File: src/rtl/inst_fetch_ctrl_if.sv
// Bundle of control, decode handshake and instruction-RAM signals around the fetch controller.
// The master modport is the fetch controller's view; slave is the CPU/RAM side.
interface inst_fetch_ctrl_if #(
    parameter int ADDR_W = 11,
    parameter int DATA_W = 32
);
    logic              start;
    logic              halt;
    logic              load_en;
    logic              load_valid;
    logic [ADDR_W-1:0] load_addr;
    logic [DATA_W-1:0] load_data;
    logic              redirect_valid;
    logic [31:0]       redirect_pc;
    logic              inst_valid;
    logic              inst_ready;
    logic [DATA_W-1:0] inst;
    logic [31:0]       inst_pc;
    logic              running;
    logic              halted;
    logic              im_cen;
    logic              im_wen;
    logic              im_oen;
    logic [ADDR_W-1:0] im_addr;
    logic [DATA_W-1:0] im_datain;
    logic [DATA_W-1:0] im_dataout;

    modport master (
        input  start, halt, load_en, load_valid, load_addr, load_data,
        input  redirect_valid, redirect_pc, inst_ready, im_dataout,
        output inst_valid, inst, inst_pc, running, halted,
        output im_cen, im_wen, im_oen, im_addr, im_datain
    );

    modport slave (
        output start, halt, load_en, load_valid, load_addr, load_data,
        output redirect_valid, redirect_pc, inst_ready, im_dataout,
        input  inst_valid, inst, inst_pc, running, halted,
        input  im_cen, im_wen, im_oen, im_addr, im_datain
    );
endinterface

File: src/rtl/inst_fetch_ctrl.sv
// Instruction fetch sequencer for a 1-cycle synchronous instruction RAM: owns the PC,
// issues one read per cycle, buffers returns in an output register plus a 1-entry skid.
module inst_fetch_ctrl #(
    parameter logic [31:0] RESET_PC = 32'h0000_0000,
    parameter int          ADDR_W   = 11,
    parameter int          DATA_W   = 32
) (
    input  logic                clk,
    input  logic                rst,
    inst_fetch_ctrl_if.master   fetch
);

    typedef enum logic [1:0] {
        IDLE,
        LOAD,
        RUN,
        HALT
    } state_t;

    state_t             state_q;
    logic [31:0]        pc_q;
    logic [31:0]        pc_d;
    logic               req_q;
    logic [31:0]        reqPc_q;
    logic               outValid_q;
    logic [DATA_W-1:0]  out_q;
    logic [31:0]        outPc_q;
    logic               skidValid_q;
    logic [DATA_W-1:0]  skid_q;
    logic [31:0]        skidPc_q;
    logic               running_q;
    logic               halted_q;

    logic               inRun;
    logic               issue;
    logic               ramWrite;
    logic               transfer;
    logic               flush;

    // A read is only issued when its return is guaranteed a home: the skid is empty and
    // the output register is either empty or being drained this cycle.
    always_comb begin
        inRun    = (state_q == RUN);
        issue    = inRun && !fetch.redirect_valid && !fetch.halt && !skidValid_q
                   && (!outValid_q || fetch.inst_ready);
        ramWrite = (state_q == LOAD) && fetch.load_valid;
        transfer = outValid_q && fetch.inst_ready;
        flush    = (inRun && fetch.redirect_valid) || ((state_q == HALT) && fetch.start);

        pc_d = pc_q;
        if (((state_q == IDLE) && !fetch.load_en && fetch.start) ||
            ((state_q == HALT) && fetch.start)) begin
            pc_d = RESET_PC;
        end else if (inRun && fetch.redirect_valid) begin
            pc_d = fetch.redirect_pc & ~32'h0000_0003;
        end else if (issue) begin
            pc_d = pc_q + 32'd4;
        end
    end

    assign fetch.im_cen     = !(issue || ramWrite);
    assign fetch.im_wen     = !ramWrite;
    assign fetch.im_oen     = 1'b0;
    assign fetch.im_addr    = ramWrite ? fetch.load_addr : pc_q[ADDR_W+1:2];
    assign fetch.im_datain  = (state_q == LOAD) ? fetch.load_data : '0;

    assign fetch.inst_valid = outValid_q;
    assign fetch.inst       = out_q;
    assign fetch.inst_pc    = outPc_q;
    assign fetch.running    = running_q;
    assign fetch.halted     = halted_q;

    always_ff @(posedge clk or posedge rst) begin
        if (rst) begin
            state_q     <= IDLE;
            pc_q        <= RESET_PC;
            req_q       <= 1'b0;
            reqPc_q     <= 32'h0;
            outValid_q  <= 1'b0;
            out_q       <= '0;
            outPc_q     <= 32'h0;
            skidValid_q <= 1'b0;
            skid_q      <= '0;
            skidPc_q    <= 32'h0;
            running_q   <= 1'b0;
            halted_q    <= 1'b0;
        end else begin
            pc_q <= pc_d;

            case (state_q)
                IDLE: begin
                    if (fetch.load_en) begin
                        state_q <= LOAD;
                    end else if (fetch.start) begin
                        state_q   <= RUN;
                        running_q <= 1'b1;
                    end
                end
                LOAD: begin
                    if (!fetch.load_en) begin
                        state_q <= IDLE;
                    end
                end
                RUN: begin
                    if (fetch.halt) begin
                        state_q   <= HALT;
                        running_q <= 1'b0;
                        halted_q  <= 1'b1;
                    end
                end
                HALT: begin
                    if (fetch.start) begin
                        state_q   <= RUN;
                        running_q <= 1'b1;
                        halted_q  <= 1'b0;
                    end
                end
                default: begin
                    state_q   <= IDLE;
                    running_q <= 1'b0;
                    halted_q  <= 1'b0;
                end
            endcase

            req_q <= issue;
            if (issue) begin
                reqPc_q <= pc_q;
            end

            // Skid and an in-flight read never coexist, since a read is only issued with an empty skid.
            if (flush) begin
                req_q       <= 1'b0;
                outValid_q  <= 1'b0;
                skidValid_q <= 1'b0;
            end else if (transfer) begin
                if (skidValid_q) begin
                    out_q       <= skid_q;
                    outPc_q     <= skidPc_q;
                    skidValid_q <= 1'b0;
                end else if (req_q) begin
                    out_q   <= fetch.im_dataout;
                    outPc_q <= reqPc_q;
                end else begin
                    outValid_q <= 1'b0;
                end
            end else if (req_q) begin
                if (!outValid_q) begin
                    out_q      <= fetch.im_dataout;
                    outPc_q    <= reqPc_q;
                    outValid_q <= 1'b1;
                end else begin
                    skid_q      <= fetch.im_dataout;
                    skidPc_q    <= reqPc_q;
                    skidValid_q <= 1'b1;
                end
            end
        end
    end

endmodule

File: src/flat_wrapper.sv
// flat-port wrapper written by rule: the top's interface ports become plain ports
module inst_fetch_ctrl_flat 
#(
    parameter logic [31:0] RESET_PC = 32'h0000_0000,
    parameter int          ADDR_W   = 11,
    parameter int          DATA_W   = 32
)
  (clk, rst, fetch_start, fetch_halt, fetch_load_en, fetch_load_valid, fetch_load_addr, fetch_load_data, fetch_redirect_valid, fetch_redirect_pc, fetch_inst_ready, fetch_im_dataout, fetch_inst_valid, fetch_inst, fetch_inst_pc, fetch_running, fetch_halted, fetch_im_cen, fetch_im_wen, fetch_im_oen, fetch_im_addr, fetch_im_datain);
  inst_fetch_ctrl_if #(.ADDR_W(ADDR_W), .DATA_W(DATA_W)) fetch_i ();
  input  logic clk;
  input  logic rst;
  input wire logic [$bits(fetch_i.start)-1:0] fetch_start;
  input wire logic [$bits(fetch_i.halt)-1:0] fetch_halt;
  input wire logic [$bits(fetch_i.load_en)-1:0] fetch_load_en;
  input wire logic [$bits(fetch_i.load_valid)-1:0] fetch_load_valid;
  input wire logic [$bits(fetch_i.load_addr)-1:0] fetch_load_addr;
  input wire logic [$bits(fetch_i.load_data)-1:0] fetch_load_data;
  input wire logic [$bits(fetch_i.redirect_valid)-1:0] fetch_redirect_valid;
  input wire logic [$bits(fetch_i.redirect_pc)-1:0] fetch_redirect_pc;
  input wire logic [$bits(fetch_i.inst_ready)-1:0] fetch_inst_ready;
  input wire logic [$bits(fetch_i.im_dataout)-1:0] fetch_im_dataout;
  output wire logic [$bits(fetch_i.inst_valid)-1:0] fetch_inst_valid;
  output wire logic [$bits(fetch_i.inst)-1:0] fetch_inst;
  output wire logic [$bits(fetch_i.inst_pc)-1:0] fetch_inst_pc;
  output wire logic [$bits(fetch_i.running)-1:0] fetch_running;
  output wire logic [$bits(fetch_i.halted)-1:0] fetch_halted;
  output wire logic [$bits(fetch_i.im_cen)-1:0] fetch_im_cen;
  output wire logic [$bits(fetch_i.im_wen)-1:0] fetch_im_wen;
  output wire logic [$bits(fetch_i.im_oen)-1:0] fetch_im_oen;
  output wire logic [$bits(fetch_i.im_addr)-1:0] fetch_im_addr;
  output wire logic [$bits(fetch_i.im_datain)-1:0] fetch_im_datain;
  assign fetch_i.start = fetch_start;
  assign fetch_i.halt = fetch_halt;
  assign fetch_i.load_en = fetch_load_en;
  assign fetch_i.load_valid = fetch_load_valid;
  assign fetch_i.load_addr = fetch_load_addr;
  assign fetch_i.load_data = fetch_load_data;
  assign fetch_i.redirect_valid = fetch_redirect_valid;
  assign fetch_i.redirect_pc = fetch_redirect_pc;
  assign fetch_i.inst_ready = fetch_inst_ready;
  assign fetch_i.im_dataout = fetch_im_dataout;
  assign fetch_inst_valid = fetch_i.inst_valid;
  assign fetch_inst = fetch_i.inst;
  assign fetch_inst_pc = fetch_i.inst_pc;
  assign fetch_running = fetch_i.running;
  assign fetch_halted = fetch_i.halted;
  assign fetch_im_cen = fetch_i.im_cen;
  assign fetch_im_wen = fetch_i.im_wen;
  assign fetch_im_oen = fetch_i.im_oen;
  assign fetch_im_addr = fetch_i.im_addr;
  assign fetch_im_datain = fetch_i.im_datain;
  inst_fetch_ctrl #(.RESET_PC(RESET_PC), .ADDR_W(ADDR_W), .DATA_W(DATA_W)) u_core (.clk(clk), .rst(rst), .fetch(fetch_i));
endmodule
File: config.mk
export PLATFORM = sky130hd
export DESIGN_NAME = inst_fetch_ctrl_flat
export DESIGN_NICKNAME = d
export VERILOG_FILES = /design/src/rtl/inst_fetch_ctrl_if.sv /design/src/rtl/inst_fetch_ctrl.sv /design/src/flat_wrapper.sv
export SDC_FILE = /design/constraint.sdc
export NUM_CORES = 1
export LEC_CHECK = 0
export ABC_AREA = 1
export BUFFER_PORTS_ARGS = -buffer_cell sky130_fd_sc_hd__buf_4
export CELL_PAD_IN_SITES_DETAIL_PLACEMENT = 0
export CELL_PAD_IN_SITES_GLOBAL_PLACEMENT = 2
export CORE_ASPECT_RATIO = 0.7
export CORE_UTILIZATION = 32
export DETAILED_ROUTE_END_ITERATION = 8
export GPL_ROUTABILITY_DRIVEN = 1
export PLACE_DENSITY_LB_ADDON = 0.1
export SETUP_SLACK_MARGIN = 0.02
export SLEW_MARGIN = 20
export SYNTH_ARGS = -nofsm -noshare
export SYNTH_HDL_FRONTEND = slang
export SYNTH_SLANG_ARGS = --single-unit
File: constraint.sdc
create_clock -name clk -period 14.78 [get_ports clk]
set_input_delay 2.217 -clock clk [delete_from_list [all_inputs] [get_ports clk]]
set_output_delay 2.217 -clock clk [all_outputs]
set_load 0.01 [all_outputs]
## Yosys cells after proc, flatten, opt, wreduce, memory -nomap -nowiden

Cells that the tools add are included.

- $add $sub $neg: 1
- Equality and inequality tests: 10
- Muxes and demuxes: 37
- Bitwise logic cells: 2
- Reduce and logical (&&, ||, !) cells: 36

Operator list:

| operator | number |
|---|---|
| $mux 32 | 14 |
| $add 32x3->32 const B | 1 |
| $mux 1 | 15 |
| $reduce_bool 3->1 | 4 |
| $mux 11 | 1 |
| $logic_and 1x1->1 | 10 |
| $ne 2x2->1 const B | 5 |
| $reduce_and 3->1 | 3 |
| $mux 2 | 4 |
| $pmux 2 s4 | 1 |
| $reduce_and 4->1 | 2 |
| $logic_not 1->1 | 7 |
| $ne 3x3->1 const B | 2 |
| $reduce_bool 2->1 | 3 |
| $eq 2x2->1 const B | 2 |
| $logic_or 1x1->1 | 4 |
| $reduce_and 2->1 | 2 |
| $pmux 1 s3 | 1 |
| $eq 2x1->1 const B | 1 |
| $logic_not 2->1 | 1 |
| $not 1->1 | 2 |
| $pmux 1 s2 | 1 |

- Register bits after elaboration: 199
- Word-level logic and storage cells: 98

## Logic depth before layout (Yosys ltp)

- Word-level depth: 8
- Depth in mapped cells: 11
- Depth with buffers taken out: 10

## Worst setup path before layout

OpenSTA, ideal clock, no wires.

- Kind: input to output
- Start point: input port fetch_inst_ready
- End point: output port fetch_im_cen
- Arrival time: 2.952 ns
- Required time: 12.563 ns
- Setup slack: 9.611 ns
- Stages on the path: 6
- Buffers on the path: 1
- Path through: inv_1 nand2_1 nand3_1 buf_2 inv_1 nor2_1

- Longest elaborated chain between the ends: 4

RTL lines:

| element | line | RTL |
|---|---|---|
| from (decl) | flat_wrapper.sv:20 | `input wire logic [$bits(fetch_i.inst_ready)-1:0] fetch_inst_ready;` |
| $logic_or 1x1->1 | inst_fetch_ctrl.sv:45 | `&& (!outValid_q \|\| fetch.inst_ready);` |
| $logic_and 1x1->1 | inst_fetch_ctrl.sv:45 |  |
| $logic_or 1x1->1 | inst_fetch_ctrl.sv:61 | `assign fetch.im_cen = !(issue \|\| ramWrite);` |
| $logic_not 1->1 | inst_fetch_ctrl.sv:61 |  |
| to (decl) | flat_wrapper.sv:27 | `output wire logic [$bits(fetch_i.im_cen)-1:0] fetch_im_cen;` |

No other way between the ends.

## Worst setup path in the final report

Same ends and word-level chain as after synthesis.

==> reports/summary.txt <==
largest net degree at the start of global routing - 115
root buf cell - clkbuf_16
post-synthesis cell area - 0.00930 sq mm
Critical Path RT - 12.56 ns
Initial DRC Count - 410
drt total wl - 26800 um
antenna violations before repair - 0
Reg clk slew, reported paths - 0.06 ns
Final Instance Area - 0.0119 sq mm
Syn Inst Count - 1244
CTS max path bufs - 2
cell area after placement - 0.0112 sq mm
CTS tree - done
most common cell after layout, fill and taps aside - nand2_1
Core Area - 0.0282 sq mm
worst hold stages - 2
DRT Pass-1 Iters - 5
GR Util All Layers - 18.5%
area leader, netlist - dfrtp_1
Tcrit/Tclk final - 39.2%
num rows - 51
register area share after synthesis - 51.4%
fill count - 3012
TNS Setup - 0 ns
Clock Skew - 0.00840 ns
Seq. cell area - 0.00478 sq mm
WL/cell - 14.7 um
multi-input logic area - 0.00368 sq mm
DRT antenna net count - 0
ant diodes - 0
layout net count - 1549
setup bufs post-CTS - 0
layout cells sized above 1 - 19.0%
first-pass GRT wire length - 42200 um
Synth cell types - 31
most frequent cells in the layout - nand2_1 (296), nor2_1 (232), buf_4 (227)
gr ovfl total - 0
Final Hold Fails - 0
pwr/cell area - 155 mW/mm^2
Post-CTS Resized - 0
Vias/cell - 4.54
Vias - 8234
leakage power total - 0.00614 uW
MaxCap Viol Count - 0
number of global-route vias before repair - 7613
CP Launch Type - input port
die width - 206 um
f_max - 173 MHz
RSZ-0062 raised after global routing - no
CP Capture Type - output pin
syn avg cell area - 7.48 sq um
min Tclk post-route - 5.79 ns
latest clock arrival within the worst-skew pair - 0.44 ns
H-tree level count - 4
Final GP Congestion - 0.801
Slew Limit Fails - 0
TritonCTS Buffers - 17
Port Buf Inserts - 222
# setup viols final - 0
Min Hold Slack - 0.483 ns
yosys synthesis warning count - 0
VDD IR max - 0.0000783 V
Hold Crit Class - register to register
outcome - finished clean
CTS Hold Bufs - 0
IO Pins - 228
register bit total from synthesis - 191
crit path max fanout - 60
hpwl dp - 18500 um
post-synth top area share - 51.4%
Initial Util - 33.0%
CTS sink cnt - 191
Worst Tran Pin Value - 0.978 ns
CP Class - input port to output pin
Worst Reg2Reg Path Length in Cells - 9
Area Overhead vs Synth - 27.5%
WP data arrival - 3.57 ns
die extent in y - 145 um
drt drc - 0
top post-synthesis cells by area - dfrtp_1 (51%), nand2_1 (12%), nor2_1 (9.4%), o21ai_0 (7.2%), a21oi_1 (6.1%)
Max-slew headroom - 34.8%
die area - 0.0298 sq mm
[synthesized netlist by cell type]
cell / count
nand2_1: 297
nor2_1: 232
dfrtp_1: 191
inv_1: 140
o21ai_0: 133
a21oi_1: 113
nand3_1: 44
clkbuf_1: 25
buf_2: 22
buf_4: 8
buf_6: 5
and2_1: 4
o22ai_1: 4
buf_1: 3
inv_2: 3
nand4_1: 3
nor2_2: 2
xor2_1: 2
a22oi_1: 1
a32o_1: 1
clkinv_1: 1
conb_1: 1
ha_1: 1
nand2_2: 1
nand2_4: 1
nand3_2: 1
nand4_2: 1
nor3_1: 1
nor3b_4: 1
o211ai_1: 1
or2_2: 1
[cells by family (layout without fill, tap and decap cells)]
family / after synthesis / after routing / share of synthesized area, %
XOR/XNOR: 2 / 2 / 0.188
buffers and inverters: 207 / 404 / 9.38
adder cells (fa/ha/maj): 1 / 1 / 0.135
other: 1 / 3 / 0.0403
AND/OR/NAND/NOR: 589 / 589 / 25.1
flip-flops: 191 / 191 / 51.4
AO/OA/AOI/OAI: 253 / 253 / 13.8
[cell type report]
type,count,area share [%]
flip-flops and latches,191,40.3
multi-input cells,848,31.1
repair buffers,231,14.9
inverters,144,4.62
clock buffers,24,4.32
well taps,371,3.92
clock inverters,5,0.865
[critical path, stage by stage]
cell	delay, ns
buf_4	0.13
inv_1	0.05
nand2_1	0.09
nand3_2	0.10
buf_4	0.43
inv_1	0.18
nor2_1	0.20
buf_4	0.16
[final timing paths]
| path | start | end | slack [ns] |
|---|---|---|---|
| max | fetch_inst_ready | fetch_im_cen | 8.99 |
| min | u_core.skid_q[12]$_DFFE_PP0P_ | u_core.skid_q[12]$_DFFE_PP0P_ | 0.48 |
| max reg2reg | u_core.state_q[1]$_DFFE_PP0P_ | u_core.fetch.inst_pc[20]$_DFFE_PP0P_ | 11.58 |
| min reg2reg | u_core.skid_q[12]$_DFFE_PP0P_ | u_core.skid_q[12]$_DFFE_PP0P_ | 0.48 |
| max in group asynchronous | rst | u_core.fetch.inst_pc[31]$_DFFE_PP0P_ | 11.57 |
| min in group asynchronous | rst | u_core.fetch.inst[28]$_DFFE_PP0P_ | 1.90 |
[per-stage QoR]
step / std cells / worst slack (ns) / power, uW / util, %
2_1_floorplan: 1246 / 7.36 / 1090 / -
3_3_place_gp: 1782 / 8.96 / 1360 / 39.7
3_5_place_dp: 1782 / 8.98 / 1370 / 39.7
4_1_cts: 1811 / 8.98 / 1870 / 41.8
5_1_grt: 1814 / 8.79 / 1970 / 42.0
6_report: 1814 / 8.99 / 1840 / 42.0
[routing by layer]
metal / global-route usage [%] / share of wire [%] / up-vias
li1: - / - / 4258
met2: 27.6 / 43 / 157
met5: 0 / 0 / -
met3: 3.90 / 5.2 / 22
met4: 5.26 / 1.2 / 0
met1: 26.8 / 50 / 3797
[power by group]
group          leakage, uW  internal (uW)  switching (uW)
clock             0.000300            291             197
sequential         0.00232            698             125
combinational      0.00352            242             283
[sequential cells by signal, indices dropped and copies added (netlist names)]
name and cells:
u_core.req_q 1, u_core.skidPc_q 30, u_core.fetch.halted 1, u_core.skidValid_q 1, u_core.fetch.inst_valid 1, u_core.fetch.inst 32, u_core.pc_q 30, u_core.fetch.running 1
u_core.state_q 2, u_core.reqPc_q 30, u_core.fetch.inst_pc 30, u_core.skid_q 32
Power figures use the tool's default switching activity.
